File: config.mk
export PLATFORM = sky130hd
export DESIGN_NAME = axi_slice_flat
export DESIGN_NICKNAME = d
export VERILOG_FILES = /design/src/rtl/axi_if.sv /design/src/rtl/axi_slice.sv /design/src/flat_wrapper.sv
export SDC_FILE = /design/constraint.sdc
export NUM_CORES = 1
export LEC_CHECK = 0
export BUFFER_PORTS_ARGS = -buffer_cell sky130_fd_sc_hd__buf_2
export CAP_MARGIN = 15
export CORE_MARGIN = 3
export CORE_UTILIZATION = 54
export DETAILED_ROUTE_END_ITERATION = 16
export PLACE_DENSITY = 0.8
export SLEW_MARGIN = 40
export SYNTH_ARGS = -nofsm -noshare
export SYNTH_HDL_FRONTEND = slang
export SYNTH_SLANG_ARGS = --single-unit
File: constraint.sdc
create_clock -name clk -period 18.06 [get_ports clk]
set_input_delay 1.806 -clock clk [delete_from_list [all_inputs] [get_ports clk]]
set_output_delay 1.806 -clock clk [all_outputs]
set_load 0.05 [all_outputs]
File: src/rtl/axi_if.sv
// AXI4 bundle shared by both sides of the slice; read and write halves have their own
// manager/subordinate modports so each direction can be connected independently.
interface axi_if #(
    parameter int unsigned AW = 32,
    parameter int unsigned DW = 32,
    parameter int unsigned IW = 3,
    parameter int unsigned UW = 32
);
    logic [AW-1:0]   araddr;
    logic [1:0]      arburst;
    logic [2:0]      arsize;
    logic [7:0]      arlen;
    logic [UW-1:0]   aruser;
    logic [IW-1:0]   arid;
    logic            arlock;
    logic            arvalid;
    logic            arready;

    logic [AW-1:0]   awaddr;
    logic [1:0]      awburst;
    logic [2:0]      awsize;
    logic [7:0]      awlen;
    logic [UW-1:0]   awuser;
    logic [IW-1:0]   awid;
    logic            awlock;
    logic            awvalid;
    logic            awready;

    logic [DW-1:0]   wdata;
    logic [DW/8-1:0] wstrb;
    logic            wlast;
    logic            wvalid;
    logic            wready;

    logic [DW-1:0]   rdata;
    logic [1:0]      rresp;
    logic [IW-1:0]   rid;
    logic            rlast;
    logic            rvalid;
    logic            rready;

    logic [1:0]      bresp;
    logic [IW-1:0]   bid;
    logic            bvalid;
    logic            bready;

    modport r_mgr (
        output araddr, arburst, arsize, arlen, aruser, arid, arlock, arvalid,
        input  arready,
        input  rdata, rresp, rid, rlast, rvalid,
        output rready
    );

    modport r_sub (
        input  araddr, arburst, arsize, arlen, aruser, arid, arlock, arvalid,
        output arready,
        output rdata, rresp, rid, rlast, rvalid,
        input  rready
    );

    modport w_mgr (
        output awaddr, awburst, awsize, awlen, awuser, awid, awlock, awvalid,
        input  awready,
        output wdata, wstrb, wlast, wvalid,
        input  wready,
        input  bresp, bid, bvalid,
        output bready
    );

    modport w_sub (
        input  awaddr, awburst, awsize, awlen, awuser, awid, awlock, awvalid,
        output awready,
        input  wdata, wstrb, wlast, wvalid,
        output wready,
        output bresp, bid, bvalid,
        input  bready
    );
endinterface

File: src/rtl/axi_slice.sv
// AXI4 register slice: each of the five channels is independently a wire (0),
// a 2-entry skid buffer (1) or a single half-rate register (2).
module axi_slice #(
    parameter int unsigned AW      = 32,
    parameter int unsigned DW      = 32,
    parameter int unsigned IW      = 3,
    parameter int unsigned UW      = 32,
    parameter int unsigned AR_MODE = 1,
    parameter int unsigned AW_MODE = 1,
    parameter int unsigned W_MODE  = 1,
    parameter int unsigned R_MODE  = 1,
    parameter int unsigned B_MODE  = 1
) (
    input  logic   clk,
    input  logic   rst,
    axi_if.r_sub   s_r,
    axi_if.w_sub   s_w,
    axi_if.r_mgr   m_r,
    axi_if.w_mgr   m_w,
    output logic   idle
);

    localparam int unsigned ChAr = 0;
    localparam int unsigned ChAw = 1;
    localparam int unsigned ChW  = 2;
    localparam int unsigned ChR  = 3;
    localparam int unsigned ChB  = 4;
    localparam int unsigned NumCh = 5;

    localparam int unsigned AxW = AW + UW + IW + 14;
    localparam int unsigned WW  = DW + DW / 8 + 1;
    localparam int unsigned RW  = DW + IW + 3;
    localparam int unsigned BW  = IW + 2;

    function automatic int unsigned chan_width(int unsigned ch);
        case (ch)
            ChAr, ChAw: return AxW;
            ChW:        return WW;
            ChR:        return RW;
            default:    return BW;
        endcase
    endfunction

    function automatic int unsigned chan_mode(int unsigned ch);
        case (ch)
            ChAr:    return AR_MODE;
            ChAw:    return AW_MODE;
            ChW:     return W_MODE;
            ChR:     return R_MODE;
            default: return B_MODE;
        endcase
    endfunction

    logic [NumCh-1:0] ch_empty;

    assign idle = &ch_empty;

    for (genvar i = 0; i < NumCh; i++) begin : g_ch
        localparam int unsigned W    = chan_width(i);
        localparam int unsigned Mode = chan_mode(i);

        logic [W-1:0] in_data;
        logic [W-1:0] out_data;
        logic         in_valid;
        logic         in_ready;
        logic         out_valid;
        logic         out_ready;

        // Map each channel onto a generic producer/consumer pair; R and B run m->s.
        if (i == ChAr) begin : g_ar
            assign in_data     = {s_r.araddr, s_r.arburst, s_r.arsize, s_r.arlen,
                                  s_r.aruser, s_r.arid, s_r.arlock};
            assign in_valid    = s_r.arvalid;
            assign s_r.arready = in_ready;
            assign {m_r.araddr, m_r.arburst, m_r.arsize, m_r.arlen,
                    m_r.aruser, m_r.arid, m_r.arlock} = out_data;
            assign m_r.arvalid = out_valid;
            assign out_ready   = m_r.arready;
        end else if (i == ChAw) begin : g_aw
            assign in_data     = {s_w.awaddr, s_w.awburst, s_w.awsize, s_w.awlen,
                                  s_w.awuser, s_w.awid, s_w.awlock};
            assign in_valid    = s_w.awvalid;
            assign s_w.awready = in_ready;
            assign {m_w.awaddr, m_w.awburst, m_w.awsize, m_w.awlen,
                    m_w.awuser, m_w.awid, m_w.awlock} = out_data;
            assign m_w.awvalid = out_valid;
            assign out_ready   = m_w.awready;
        end else if (i == ChW) begin : g_w
            assign in_data    = {s_w.wdata, s_w.wstrb, s_w.wlast};
            assign in_valid   = s_w.wvalid;
            assign s_w.wready = in_ready;
            assign {m_w.wdata, m_w.wstrb, m_w.wlast} = out_data;
            assign m_w.wvalid = out_valid;
            assign out_ready  = m_w.wready;
        end else if (i == ChR) begin : g_r
            assign in_data    = {m_r.rdata, m_r.rresp, m_r.rid, m_r.rlast};
            assign in_valid   = m_r.rvalid;
            assign m_r.rready = in_ready;
            assign {s_r.rdata, s_r.rresp, s_r.rid, s_r.rlast} = out_data;
            assign s_r.rvalid = out_valid;
            assign out_ready  = s_r.rready;
        end else begin : g_b
            assign in_data    = {m_w.bresp, m_w.bid};
            assign in_valid   = m_w.bvalid;
            assign m_w.bready = in_ready;
            assign {s_w.bresp, s_w.bid} = out_data;
            assign s_w.bvalid = out_valid;
            assign out_ready  = s_w.bready;
        end

        if (Mode == 0) begin : g_bypass
            assign out_valid   = in_valid;
            assign in_ready    = out_ready;
            assign out_data    = in_data;
            assign ch_empty[i] = 1'b1;
        end else if (Mode <= 2) begin : g_buf
            // Light mode is the same buffer capped at one entry, which forbids push+pop.
            localparam logic [1:0] Cap = (Mode == 1) ? 2'd2 : 2'd1;

            logic [1:0]   cnt_q, cnt_d;
            logic         rdy_q, rdy_d;
            logic [W-1:0] main_q, main_d;
            logic [W-1:0] skid_q, skid_d;
            logic         push;
            logic         pop;

            assign push        = in_valid & rdy_q;
            assign pop         = out_valid & out_ready;
            assign out_valid   = (cnt_q != 2'd0);
            assign in_ready    = rdy_q;
            assign out_data    = main_q;
            assign ch_empty[i] = (cnt_q == 2'd0);

            always_comb begin
                cnt_d  = cnt_q;
                main_d = main_q;
                skid_d = skid_q;
                case ({push, pop})
                    2'b10: begin
                        if (cnt_q == 2'd0) begin
                            main_d = in_data;
                        end else begin
                            skid_d = in_data;
                        end
                        cnt_d = cnt_q + 2'd1;
                    end
                    2'b01: begin
                        main_d = skid_q;
                        cnt_d  = cnt_q - 2'd1;
                    end
                    // Only reachable at count 1 in full mode: replace main, count unchanged.
                    2'b11: main_d = in_data;
                    default: ;
                endcase
                rdy_d = (cnt_d < Cap);
            end

            always_ff @(posedge clk or posedge rst) begin
                if (rst) begin
                    cnt_q  <= 2'd0;
                    rdy_q  <= 1'b0;
                    main_q <= '0;
                    skid_q <= '0;
                end else begin
                    cnt_q  <= cnt_d;
                    rdy_q  <= rdy_d;
                    main_q <= main_d;
                    skid_q <= skid_d;
                end
            end
        end else begin : g_bad_mode
            $error("axi_slice: channel %0d has unsupported mode %0d", i, Mode);
        end
    end

endmodule

File: src/flat_wrapper.sv
// flat-port wrapper written by rule: the top's interface ports become plain ports
module axi_slice_flat 
#(
    parameter int unsigned AW      = 32,
    parameter int unsigned DW      = 32,
    parameter int unsigned IW      = 3,
    parameter int unsigned UW      = 32,
    parameter int unsigned AR_MODE = 1,
    parameter int unsigned AW_MODE = 1,
    parameter int unsigned W_MODE  = 1,
    parameter int unsigned R_MODE  = 1,
    parameter int unsigned B_MODE  = 1
)
  (clk, rst, idle, s_r_araddr, s_r_arburst, s_r_arsize, s_r_arlen, s_r_aruser, s_r_arid, s_r_arlock, s_r_arvalid, s_r_arready, s_r_rdata, s_r_rresp, s_r_rid, s_r_rlast, s_r_rvalid, s_r_rready, s_w_awaddr, s_w_awburst, s_w_awsize, s_w_awlen, s_w_awuser, s_w_awid, s_w_awlock, s_w_awvalid, s_w_awready, s_w_wdata, s_w_wstrb, s_w_wlast, s_w_wvalid, s_w_wready, s_w_bresp, s_w_bid, s_w_bvalid, s_w_bready, m_r_araddr, m_r_arburst, m_r_arsize, m_r_arlen, m_r_aruser, m_r_arid, m_r_arlock, m_r_arvalid, m_r_arready, m_r_rdata, m_r_rresp, m_r_rid, m_r_rlast, m_r_rvalid, m_r_rready, m_w_awaddr, m_w_awburst, m_w_awsize, m_w_awlen, m_w_awuser, m_w_awid, m_w_awlock, m_w_awvalid, m_w_awready, m_w_wdata, m_w_wstrb, m_w_wlast, m_w_wvalid, m_w_wready, m_w_bresp, m_w_bid, m_w_bvalid, m_w_bready);
  axi_if #(.AW(AW), .DW(DW), .IW(IW), .UW(UW)) s_r_i ();
  axi_if #(.AW(AW), .DW(DW), .IW(IW), .UW(UW)) s_w_i ();
  axi_if #(.AW(AW), .DW(DW), .IW(IW), .UW(UW)) m_r_i ();
  axi_if #(.AW(AW), .DW(DW), .IW(IW), .UW(UW)) m_w_i ();
  input  logic clk;
  input  logic rst;
  output logic idle;
  input wire logic [$bits(s_r_i.araddr)-1:0] s_r_araddr;
  input wire logic [$bits(s_r_i.arburst)-1:0] s_r_arburst;
  input wire logic [$bits(s_r_i.arsize)-1:0] s_r_arsize;
  input wire logic [$bits(s_r_i.arlen)-1:0] s_r_arlen;
  input wire logic [$bits(s_r_i.aruser)-1:0] s_r_aruser;
  input wire logic [$bits(s_r_i.arid)-1:0] s_r_arid;
  input wire logic [$bits(s_r_i.arlock)-1:0] s_r_arlock;
  input wire logic [$bits(s_r_i.arvalid)-1:0] s_r_arvalid;
  output wire logic [$bits(s_r_i.arready)-1:0] s_r_arready;
  output wire logic [$bits(s_r_i.rdata)-1:0] s_r_rdata;
  output wire logic [$bits(s_r_i.rresp)-1:0] s_r_rresp;
  output wire logic [$bits(s_r_i.rid)-1:0] s_r_rid;
  output wire logic [$bits(s_r_i.rlast)-1:0] s_r_rlast;
  output wire logic [$bits(s_r_i.rvalid)-1:0] s_r_rvalid;
  input wire logic [$bits(s_r_i.rready)-1:0] s_r_rready;
  input wire logic [$bits(s_w_i.awaddr)-1:0] s_w_awaddr;
  input wire logic [$bits(s_w_i.awburst)-1:0] s_w_awburst;
  input wire logic [$bits(s_w_i.awsize)-1:0] s_w_awsize;
  input wire logic [$bits(s_w_i.awlen)-1:0] s_w_awlen;
  input wire logic [$bits(s_w_i.awuser)-1:0] s_w_awuser;
  input wire logic [$bits(s_w_i.awid)-1:0] s_w_awid;
  input wire logic [$bits(s_w_i.awlock)-1:0] s_w_awlock;
  input wire logic [$bits(s_w_i.awvalid)-1:0] s_w_awvalid;
  output wire logic [$bits(s_w_i.awready)-1:0] s_w_awready;
  input wire logic [$bits(s_w_i.wdata)-1:0] s_w_wdata;
  input wire logic [$bits(s_w_i.wstrb)-1:0] s_w_wstrb;
  input wire logic [$bits(s_w_i.wlast)-1:0] s_w_wlast;
  input wire logic [$bits(s_w_i.wvalid)-1:0] s_w_wvalid;
  output wire logic [$bits(s_w_i.wready)-1:0] s_w_wready;
  output wire logic [$bits(s_w_i.bresp)-1:0] s_w_bresp;
  output wire logic [$bits(s_w_i.bid)-1:0] s_w_bid;
  output wire logic [$bits(s_w_i.bvalid)-1:0] s_w_bvalid;
  input wire logic [$bits(s_w_i.bready)-1:0] s_w_bready;
  output wire logic [$bits(m_r_i.araddr)-1:0] m_r_araddr;
  output wire logic [$bits(m_r_i.arburst)-1:0] m_r_arburst;
  output wire logic [$bits(m_r_i.arsize)-1:0] m_r_arsize;
  output wire logic [$bits(m_r_i.arlen)-1:0] m_r_arlen;
  output wire logic [$bits(m_r_i.aruser)-1:0] m_r_aruser;
  output wire logic [$bits(m_r_i.arid)-1:0] m_r_arid;
  output wire logic [$bits(m_r_i.arlock)-1:0] m_r_arlock;
  output wire logic [$bits(m_r_i.arvalid)-1:0] m_r_arvalid;
  input wire logic [$bits(m_r_i.arready)-1:0] m_r_arready;
  input wire logic [$bits(m_r_i.rdata)-1:0] m_r_rdata;
  input wire logic [$bits(m_r_i.rresp)-1:0] m_r_rresp;
  input wire logic [$bits(m_r_i.rid)-1:0] m_r_rid;
  input wire logic [$bits(m_r_i.rlast)-1:0] m_r_rlast;
  input wire logic [$bits(m_r_i.rvalid)-1:0] m_r_rvalid;
  output wire logic [$bits(m_r_i.rready)-1:0] m_r_rready;
  output wire logic [$bits(m_w_i.awaddr)-1:0] m_w_awaddr;
  output wire logic [$bits(m_w_i.awburst)-1:0] m_w_awburst;
  output wire logic [$bits(m_w_i.awsize)-1:0] m_w_awsize;
  output wire logic [$bits(m_w_i.awlen)-1:0] m_w_awlen;
  output wire logic [$bits(m_w_i.awuser)-1:0] m_w_awuser;
  output wire logic [$bits(m_w_i.awid)-1:0] m_w_awid;
  output wire logic [$bits(m_w_i.awlock)-1:0] m_w_awlock;
  output wire logic [$bits(m_w_i.awvalid)-1:0] m_w_awvalid;
  input wire logic [$bits(m_w_i.awready)-1:0] m_w_awready;
  output wire logic [$bits(m_w_i.wdata)-1:0] m_w_wdata;
  output wire logic [$bits(m_w_i.wstrb)-1:0] m_w_wstrb;
  output wire logic [$bits(m_w_i.wlast)-1:0] m_w_wlast;
  output wire logic [$bits(m_w_i.wvalid)-1:0] m_w_wvalid;
  input wire logic [$bits(m_w_i.wready)-1:0] m_w_wready;
  input wire logic [$bits(m_w_i.bresp)-1:0] m_w_bresp;
  input wire logic [$bits(m_w_i.bid)-1:0] m_w_bid;
  input wire logic [$bits(m_w_i.bvalid)-1:0] m_w_bvalid;
  output wire logic [$bits(m_w_i.bready)-1:0] m_w_bready;
  assign s_r_i.araddr = s_r_araddr;
  assign s_r_i.arburst = s_r_arburst;
  assign s_r_i.arsize = s_r_arsize;
  assign s_r_i.arlen = s_r_arlen;
  assign s_r_i.aruser = s_r_aruser;
  assign s_r_i.arid = s_r_arid;
  assign s_r_i.arlock = s_r_arlock;
  assign s_r_i.arvalid = s_r_arvalid;
  assign s_r_arready = s_r_i.arready;
  assign s_r_rdata = s_r_i.rdata;
  assign s_r_rresp = s_r_i.rresp;
  assign s_r_rid = s_r_i.rid;
  assign s_r_rlast = s_r_i.rlast;
  assign s_r_rvalid = s_r_i.rvalid;
  assign s_r_i.rready = s_r_rready;
  assign s_w_i.awaddr = s_w_awaddr;
  assign s_w_i.awburst = s_w_awburst;
  assign s_w_i.awsize = s_w_awsize;
  assign s_w_i.awlen = s_w_awlen;
  assign s_w_i.awuser = s_w_awuser;
  assign s_w_i.awid = s_w_awid;
  assign s_w_i.awlock = s_w_awlock;
  assign s_w_i.awvalid = s_w_awvalid;
  assign s_w_awready = s_w_i.awready;
  assign s_w_i.wdata = s_w_wdata;
  assign s_w_i.wstrb = s_w_wstrb;
  assign s_w_i.wlast = s_w_wlast;
  assign s_w_i.wvalid = s_w_wvalid;
  assign s_w_wready = s_w_i.wready;
  assign s_w_bresp = s_w_i.bresp;
  assign s_w_bid = s_w_i.bid;
  assign s_w_bvalid = s_w_i.bvalid;
  assign s_w_i.bready = s_w_bready;
  assign m_r_araddr = m_r_i.araddr;
  assign m_r_arburst = m_r_i.arburst;
  assign m_r_arsize = m_r_i.arsize;
  assign m_r_arlen = m_r_i.arlen;
  assign m_r_aruser = m_r_i.aruser;
  assign m_r_arid = m_r_i.arid;
  assign m_r_arlock = m_r_i.arlock;
  assign m_r_arvalid = m_r_i.arvalid;
  assign m_r_i.arready = m_r_arready;
  assign m_r_i.rdata = m_r_rdata;
  assign m_r_i.rresp = m_r_rresp;
  assign m_r_i.rid = m_r_rid;
  assign m_r_i.rlast = m_r_rlast;
  assign m_r_i.rvalid = m_r_rvalid;
  assign m_r_rready = m_r_i.rready;
  assign m_w_awaddr = m_w_i.awaddr;
  assign m_w_awburst = m_w_i.awburst;
  assign m_w_awsize = m_w_i.awsize;
  assign m_w_awlen = m_w_i.awlen;
  assign m_w_awuser = m_w_i.awuser;
  assign m_w_awid = m_w_i.awid;
  assign m_w_awlock = m_w_i.awlock;
  assign m_w_awvalid = m_w_i.awvalid;
  assign m_w_i.awready = m_w_awready;
  assign m_w_wdata = m_w_i.wdata;
  assign m_w_wstrb = m_w_i.wstrb;
  assign m_w_wlast = m_w_i.wlast;
  assign m_w_wvalid = m_w_i.wvalid;
  assign m_w_i.wready = m_w_wready;
  assign m_w_i.bresp = m_w_bresp;
  assign m_w_i.bid = m_w_bid;
  assign m_w_i.bvalid = m_w_bvalid;
  assign m_w_bready = m_w_i.bready;
  axi_slice #(.AW(AW), .DW(DW), .IW(IW), .UW(UW), .AR_MODE(AR_MODE), .AW_MODE(AW_MODE), .W_MODE(W_MODE), .R_MODE(R_MODE), .B_MODE(B_MODE)) u_core (.clk(clk), .rst(rst), .s_r(s_r_i), .s_w(s_w_i), .m_r(m_r_i), .m_w(m_w_i), .idle(idle));
endmodule
==> results.md, run 1 <==
- Data required time of the worst path: 16.25 ns
- Die Span Y: 208.0 um
- Port Buffers: 506
- FF-to-FF path depth: 5
- Worst-case clock buffer depth: 3
- GP Congestion: 0.8125
- Critical path, cell by cell: nor2_1, nand4_1, nor2_1, buf_2
- Endpoints failing hold: 0
- Final Setup Violations: 0
- Number of global-route vias before repair: 14,420
- Row Count: 73
- Share of cells above drive strength 1: 65.14%
- Initial antenna violation count: 21
- Maxcap violations: 0
- Largest net degree at the start of global routing: 138
- Die ar.: 0.04328 sq mm
- Synthesized area per cell: 15.96 sq um
- Synth-to-Final Area Change: 21.63%
- Skew-Pair Late Insertion Delay: 0.57 ns
- Sequential area share after synthesis: 56.65%
- Mapped Cells: 1,381
- Status: finished, final reports clean
- Syn_nets: 1,645
- Root Driver: clkbuf_16
- Vias: 13,220
- Routed length per placed instance: 20.74 um
- Fin. max-slew vios: 0
- DRC Markers: 0
- CTS tree: yes
- Htree depth: 2
- Synthesized area: 0.02204 sq mm
- TritonCTS sink count: 499
- Slew @ Worst Pin: 0.8234 ns
- Hpwl dp: 35,590 um
- Antenna Nets Post-Route: 0
- CP most frequent cell: nor2_1
- Unrepaired setup endpoints after global routing: false
- Skew final: 0.006803 ns
- Vias/cell: 5.375
- Minimum clock period: 3.980 ns
- Crit Path Max Fanout: 5
- Grt ovf: 0
- Post-CTS Resized: 0
- Total CTS buffers: 51
- Pwr per Cell Area: 221.6 mW/mm^2
- Total setup buffers inserted after CTS: 0
- Synth cell types: 25
- CP max stage delay: 0.50 ns
- Initial core utilization: 55.10%
- Global-route wire length before repair: 80,010 um
- Critical path class: flop to output port
- Crit path launch type: flop
- Iteration count of the initial detailed-routing pass: 4
- Flops & latches, synth: 499
- Final wirelength: 50,990 um
- DIE WIDTH: 208.0 um
- Core footprint: 0.04001 sq mm
- Relative slew margins: 45.11%
- Static leakage: 0.01253 uW
- NumNets Final: 2,143
- Pwr Total: 5940 uW
- Fin crit share: 22.04%
- Slowest CP cell: nor2_1
- Final setup TNS: 0 ns
- Fmax: 0.2512 GHz
- Initial DRC count: 638
- Ys Warns: 0
- Clock slew at reported path FFs: 0.06 ns
- Worst Hold Depth: 1
- I/O pins: 507
- Post-CTS Hold Buffers: 0
- Peak supply drop: 0.1644 mV
- Gr usage total: 23.07%
- Worst setup EP type: output port
- Hold Crit Class: flop to flop
- CP Data Arrival Time: 2.17 ns
## layer usage
metal  part of all wire [%]  track usage (%)  vias up
li1                       -                -     5941
met4                    2.9            7.928       12
met2                     49            38.50      381
met1                     41            28.71     6787
met5                   0.14                0        -
met3                    7.6            7.147       96
## metrics by stage
| stage | utilization (%) | setup slack [ns] | hold slack [ns] | std cells | area (sq um) |
|---|---|---|---|---|---|
| after detailed placement | 62.53 | 13.90 | 0.4754 | 2351 | 25020 |
| after CTS | 66.92 | 14.00 | 0.4892 | 2444 | 26770 |
| after global placement | 62.25 | 13.89 | 0.4678 | 2348 | 24900 |
| after floorplan | - | 2.323 | 0.4736 | 1381 | 22040 |
| final | 67.02 | 14.08 | 0.4845 | 2459 | 26810 |
| after global routing | 67.00 | 13.91 | 0.4948 | 2456 | 26800 |
## power breakdown
| group | switching (uW) | internal (uW) | leakage, uW |
|---|---|---|---|
| combinational | 1760 | 1080 | 0.00574 |
| clock | 431 | 654 | 0.000867 |
| sequential | 313 | 1700 | 0.00592 |
| total | 2500 | 3440 | 0.0125 |
## logic make-up after synthesis
logic type / synth area share (%)
adder cells (fa/ha/maj): 0.5676
multiplexers: 38.45
AND/OR/NAND/NOR: 0.3293
buffers and inverters: 2.668
flip-flops: 56.65
XOR/XNOR: 0.7947
AO/OA/AOI/OAI: 0.5449
## cell usage in the layout, fill, tap and decap left out, drive strengths merged, types with 4 or more instances in the layout
cell type,Yosys,routed
nand2,6,6
xor2,5,5
o21ai,5,5
clkinv,0,10
bufinv,0,4
xnor2,15,15
clkbuf,23,76
o21a,5,5
dfrtp,499,499
buf,56,524
ha,10,10
nor2,10,10
inv,15,15
a21oi,4,4
diode,0,15
mux2,726,726
## critical path, delay by kind of cell (launching register included)
family | cells | cell delay, ns
flops | 1 | 0.46
simple gates | 3 | 0.86
buf+inv | 1 | 0.28
## state kept, by name, summed over array words and instances, names as in the netlist, named ones only
register,count
u_core.s_w.wready,1
u_core.g_ch.g_buf.main_q,242
u_core.s_w.awready,1
u_core.g_ch.g_buf.cnt_q,5
u_core.m_w.bready,1
u_core.m_r.rready,1
u_core.g_ch.g_buf.skid_q,242
u_core.s_r.arready,1
## cells in the mapped netlist
master,instances,area [sq um]
o21a_1,5,37.54
buf_1,1,3.750
buf_6,12,135.1
xnor2_1,15,131.4
clkbuf_2,1,5.000
buf_2,31,155.2
or2_1,1,6.260
a21oi_4,3,48.80
clkbuf_1,22,82.58
o21ai_1,3,15.01
nand4_1,1,6.260
mux2_2,550,6193
mux2_1,96,1081
buf_8,8,120.1
mux2_4,80,1201
o21ai_0,1,5.000
ha_1,10,125.1
xor2_1,5,43.79
buf_4,4,30.03
inv_1,15,56.30
a21oi_1,1,5.000
o21ai_2,1,8.760
nor2_1,10,37.54
dfrtp_1,499,12490
nand2_1,6,22.52
## worst paths after layout
check	start	slack, ns	endpoint
worst min-delay path	u_core.g_ch[1].g_buf.main_q[77]$_DFFE_PP0P_	0.48	u_core.g_ch[1].g_buf.main_q[77]$_DFFE_PP0P_
worst min register to register	u_core.g_ch[1].g_buf.main_q[77]$_DFFE_PP0P_	0.48	u_core.g_ch[1].g_buf.main_q[77]$_DFFE_PP0P_
worst max-delay path	flop	14.08	idle
max in group asynchronous	rst	15.28	u_core.g_ch[0].g_buf.skid_q[54]$_DFFE_PP0P_
worst max register to register	flop	15.21	u_core.g_ch[0].g_buf.main_q[56]$_DFFE_PP0P_
min in group asynchronous	rst	1.38	u_core.g_ch[1].g_buf.skid_q[5]$_DFFE_PP0P_
## cell type report
cell class	instances	area [sq um]
diodes	15	37.54
clock buffers	76	1563
clock inverters	17	192.7
fillers	2799	13190
inverters	15	68.82
multi-input cells	788	9039
flip-flops and latches	499	12490
well taps	525	656.9
repair buffers	524	2768
(Power assumes the default switching activity.)
==> run 2, diff against run 1 <==
--- a/config.mk
+++ b/config.mk
@@ -8,9 +8,9 @@
 export BUFFER_PORTS_ARGS = -buffer_cell sky130_fd_sc_hd__buf_2
 export CAP_MARGIN = 15
 export CORE_MARGIN = 3
-export CORE_UTILIZATION = 54
+export CORE_UTILIZATION = 49
 export DETAILED_ROUTE_END_ITERATION = 16
-export PLACE_DENSITY = 0.8
+export PLACE_DENSITY = 0.76
 export SLEW_MARGIN = 40
 export SYNTH_ARGS = -nofsm -noshare
 export SYNTH_HDL_FRONTEND = slang
==> constraint.sdc (replaced) <==
create_clock -name clk -period 3.2 [get_ports clk]
set_input_delay 0.32 -clock clk [delete_from_list [all_inputs] [get_ports clk]]
set_output_delay 0.32 -clock clk [all_outputs]
set_load 0.05 [all_outputs]
==> run 2 against run 1 <==
Power grew to 5.8 times the previous value. Count of clock-buffer cells in the layout is the same. Combinational power grew to 5.9 times the previous value. Cell area grew 10%.
==> results.md, run 2 (synthesized netlist as in run 1, its figures left out) <==
- Combinational Power Share: 48.7% (+0.9 points)
- Pint: 19,780 uW (+480%)
- TritonCTS sink count: 499 (unchanged)
- Port Buffers: 506 (unchanged)
- Initial DRC count: 642 (+0.63%)
- CP most frequent cell: nor2_1
- Final Setup Violations: 0 (unchanged)
- Relative slew margins: 49.89% (+4.8 points)
- Initial core utilization: 49.74% (-5.4 points)
- I/O pins: 507 (unchanged)
- Gr usage total: 23.90% (+0.83 points)
- Global-route wire length before repair: 89,910 um (+12%)
- NumNets Final: 2,411 (+13%)
- Vias: 14,470 (+9.5%)
- CTS tree: yes
- Worst Hold Depth: 5 (+4)
- Filler cell count: 2,980 (+6.5%)
- Commonest non-fill, non-tap cell in the layout: mux2_2
- Skew final: 0.01778 ns (+0.01098 ns)
- Final setup TNS: 0 ns (unchanged)
- Crit Path Max Fanout: 5 (unchanged)
- Unrepaired setup endpoints after global routing: false
- Slowest CP cell: nor2_1
- Number of global-route vias before repair: 16,380 (+14%)
- Worst-case clock buffer depth: 3 (unchanged)
- Critical Path Stages: 4 (unchanged)
- Status: finished, final reports clean
- Vias/cell: 5.200 (-3.3%)
- Most frequent cells in the layout: mux2_2, buf_2, dfrtp_1
- Skew-Pair Late Insertion Delay: 0.58 ns (about the same)
- Sequential Power Share: 33.3% (-0.6 points)
- Clock share of power: 18.0% (-0.3 points)
- Critical path class: flop to output port
- Worst Path Buf+Inv: 1 (unchanged)
- Slew @ Worst Pin: 0.7466 ns (-0.07678 ns)
- Initial antenna violation count: 5 (-76%)
- Post-CTS Hold Buffers: 243 (+243)
- Critical path, cell by cell: nor2_1, nand4_1, nor2_1, buf_2
- Share of cells above drive strength 1: 58.26% (-6.9 points)
- Routed length per placed instance: 20.50 um (-1.2%)
- Data required time of the worst path: 2.88 ns (-13.37 ns)
- Total CTS buffers: 52 (+2.0%)
- Largest net degree at the start of global routing: 81 (-41%)
- Endpoints failing hold: 0 (unchanged)
- Util after Layout: 66.76% (-0.26 points)
- Die ar.: 0.04757 sq mm (+9.9%)
- Fin crit share: 78.00%
- Iteration count of the initial detailed-routing pass: 4 (unchanged)
- Crit path launch type: flop
- FF-to-FF path depth: 5 (unchanged)
- Core footprint: 0.04432 sq mm (+11%)
- Root Driver: clkbuf_16
- Die Span Y: 218.1 um (+4.8%)
- Total setup buffers inserted after CTS: 0 (unchanged)
- Static leakage: 0.01370 uW (+9.4%)
- Maxcap violations: 0 (unchanged)
- DRC Markers: 0 (unchanged)
- Row Count: 77 (+5.5%)
- Grt ovf: 0 (unchanged)
- NetSw: 14,460 uW (+480%)
- Post-CTS Resized: 0 (unchanged)
- Cell family with most CP delay: simple AND/OR/NAND/NOR gates
- Hold Crit Class: input port to flop
- Pwr per Cell Area: 1157 mW/mm^2 (+420%)
- Final wirelength: 57,040 um (+12%)
- Htree depth: 2 (unchanged)
- Antenna Nets Post-Route: 0 (unchanged)
- CP Data Arrival Time: 2.18 ns (about the same)
- Synth-to-Final Area Change: 34.22%
- Peak supply drop: 0.8077 mV (+390%)
- Biggest regs: u_core.g_ch.g_buf.main_q (242), u_core.g_ch.g_buf.skid_q (242), u_core.g_ch.g_buf.cnt_q (5)
- Fin. max-slew vios: 0 (unchanged)
- Sw Ratio: 42.24% (+0.12 points)
- Clock slew at reported path FFs: 0.06 ns (about the same)
- Worst setup EP type: output port
- Minimum clock period: 2.496 ns
- GP Congestion: 0.8031 (-1.2%)
- DIE WIDTH: 218.1 um (+4.8%)
- Fmax: 0.4007 GHz
- CP max stage delay: 0.48 ns (-0.02 ns)
- Hpwl dp: 37,560 um (+5.6%)
[run 2: cell count changes in the layout (fill, tap and decap cells not counted), moves of 2 or more]
| cell | before | now |
|---|---|---|
| buf_6 | 4 | 0 |
| buf_12 | 2 | 16 |
| dlygate4sd3_1 | 0 | 243 |
| clkinvlp_4 | 3 | 1 |
| buf_16 | 3 | 1 |
| inv_6 | 0 | 3 |
| diode_2 | 15 | 6 |
| buf_4 | 9 | 25 |
[run 2: layout make-up]
| cell class | count | area (sq um) | area share (%) |
|---|---|---|---|
| antenna | 6 | 15.01 | 0.05075 |
| clock buffer | 76 | 1563 | 5.282 |
| clock inverter | 16 | 191.4 | 0.6470 |
| inverter | 15 | 60.06 | 0.2030 |
| multi-input combinational | 788 | 9030 | 30.52 |
| sequential | 499 | 12490 | 42.20 |
| tap | 592 | 740.7 | 2.503 |
| timing repair buffer | 791 | 5500 | 18.59 |
[run 2: final timing paths]
| path | from | slack [ns] | to |
|---|---|---|---|
| max reg2reg | flop | 0.79 | u_core.g_ch[0].g_buf.main_q[25]$_DFFE_PP0P_ |
| min reg2reg | u_core.g_ch[1].g_buf.main_q[16]$_DFFE_PP0P_ | 0.48 | u_core.g_ch[1].g_buf.main_q[16]$_DFFE_PP0P_ |
| min | m_r_rvalid | 0.22 | u_core.g_ch[3].g_buf.cnt_q[0]$_DFFE_PP0N_ |
| max | flop | 0.70 | idle |
| max in group asynchronous | rst | 1.81 | u_core.g_ch[1].g_buf.main_q[52]$_DFFE_PP0P_ |
| min in group asynchronous | rst | 0.34 | u_core.g_ch[0].g_buf.skid_q[46]$_DFFE_PP0P_ |
[run 2: worst register-to-register path, delay by kind of cell, from the launching register on]
kind	cells	cell delay (ns)
compound gates	1	0.30
fa+ha+maj	1	0.52
buf+inv	1	0.34
flops	1	0.48
mux	2	0.64
[run 2: routing by layer]
layer / track usage, % / up-vias / wire, um
li1: - / 6474 / -
met2: 41.22 / 453 / 28390
met4: 10.61 / 2 / 2575
met1: 28.29 / 7395 / 22360
met5: 0 / - / 13
met3: 6.104 / 147 / 3709
[run 2: power by group through the flow]
stage | clock network, uW | registers, uW | logic, uW
detailed placement | 0 | 11400 | 16400
global route | 6570 | 11800 | 17500
floorplan | 0 | 16600 | 7230
finish | 6160 | 11400 | 16700
CTS | 6300 | 11300 | 16700
global placement | 0 | 11200 | 16000
[run 2: per-stage QoR]
stage | setup WS (ns) | hold WS (ns) | total power (uW) | area (sq um) | cells
floorplan | -3.890 | 0.4704 | 23840 | 22050 | 1381
global placement | 0.8684 | 0.3840 | 27170 | 25350 | 2441
detailed placement | 0.8330 | 0.3913 | 27760 | 25390 | 2442
CTS | 0.5238 | 0.1797 | 34280 | 29570 | 2777
global route | 0.5651 | 0.2347 | 35830 | 29580 | 2781
finish | 0.7041 | 0.2236 | 34240 | 29590 | 2783
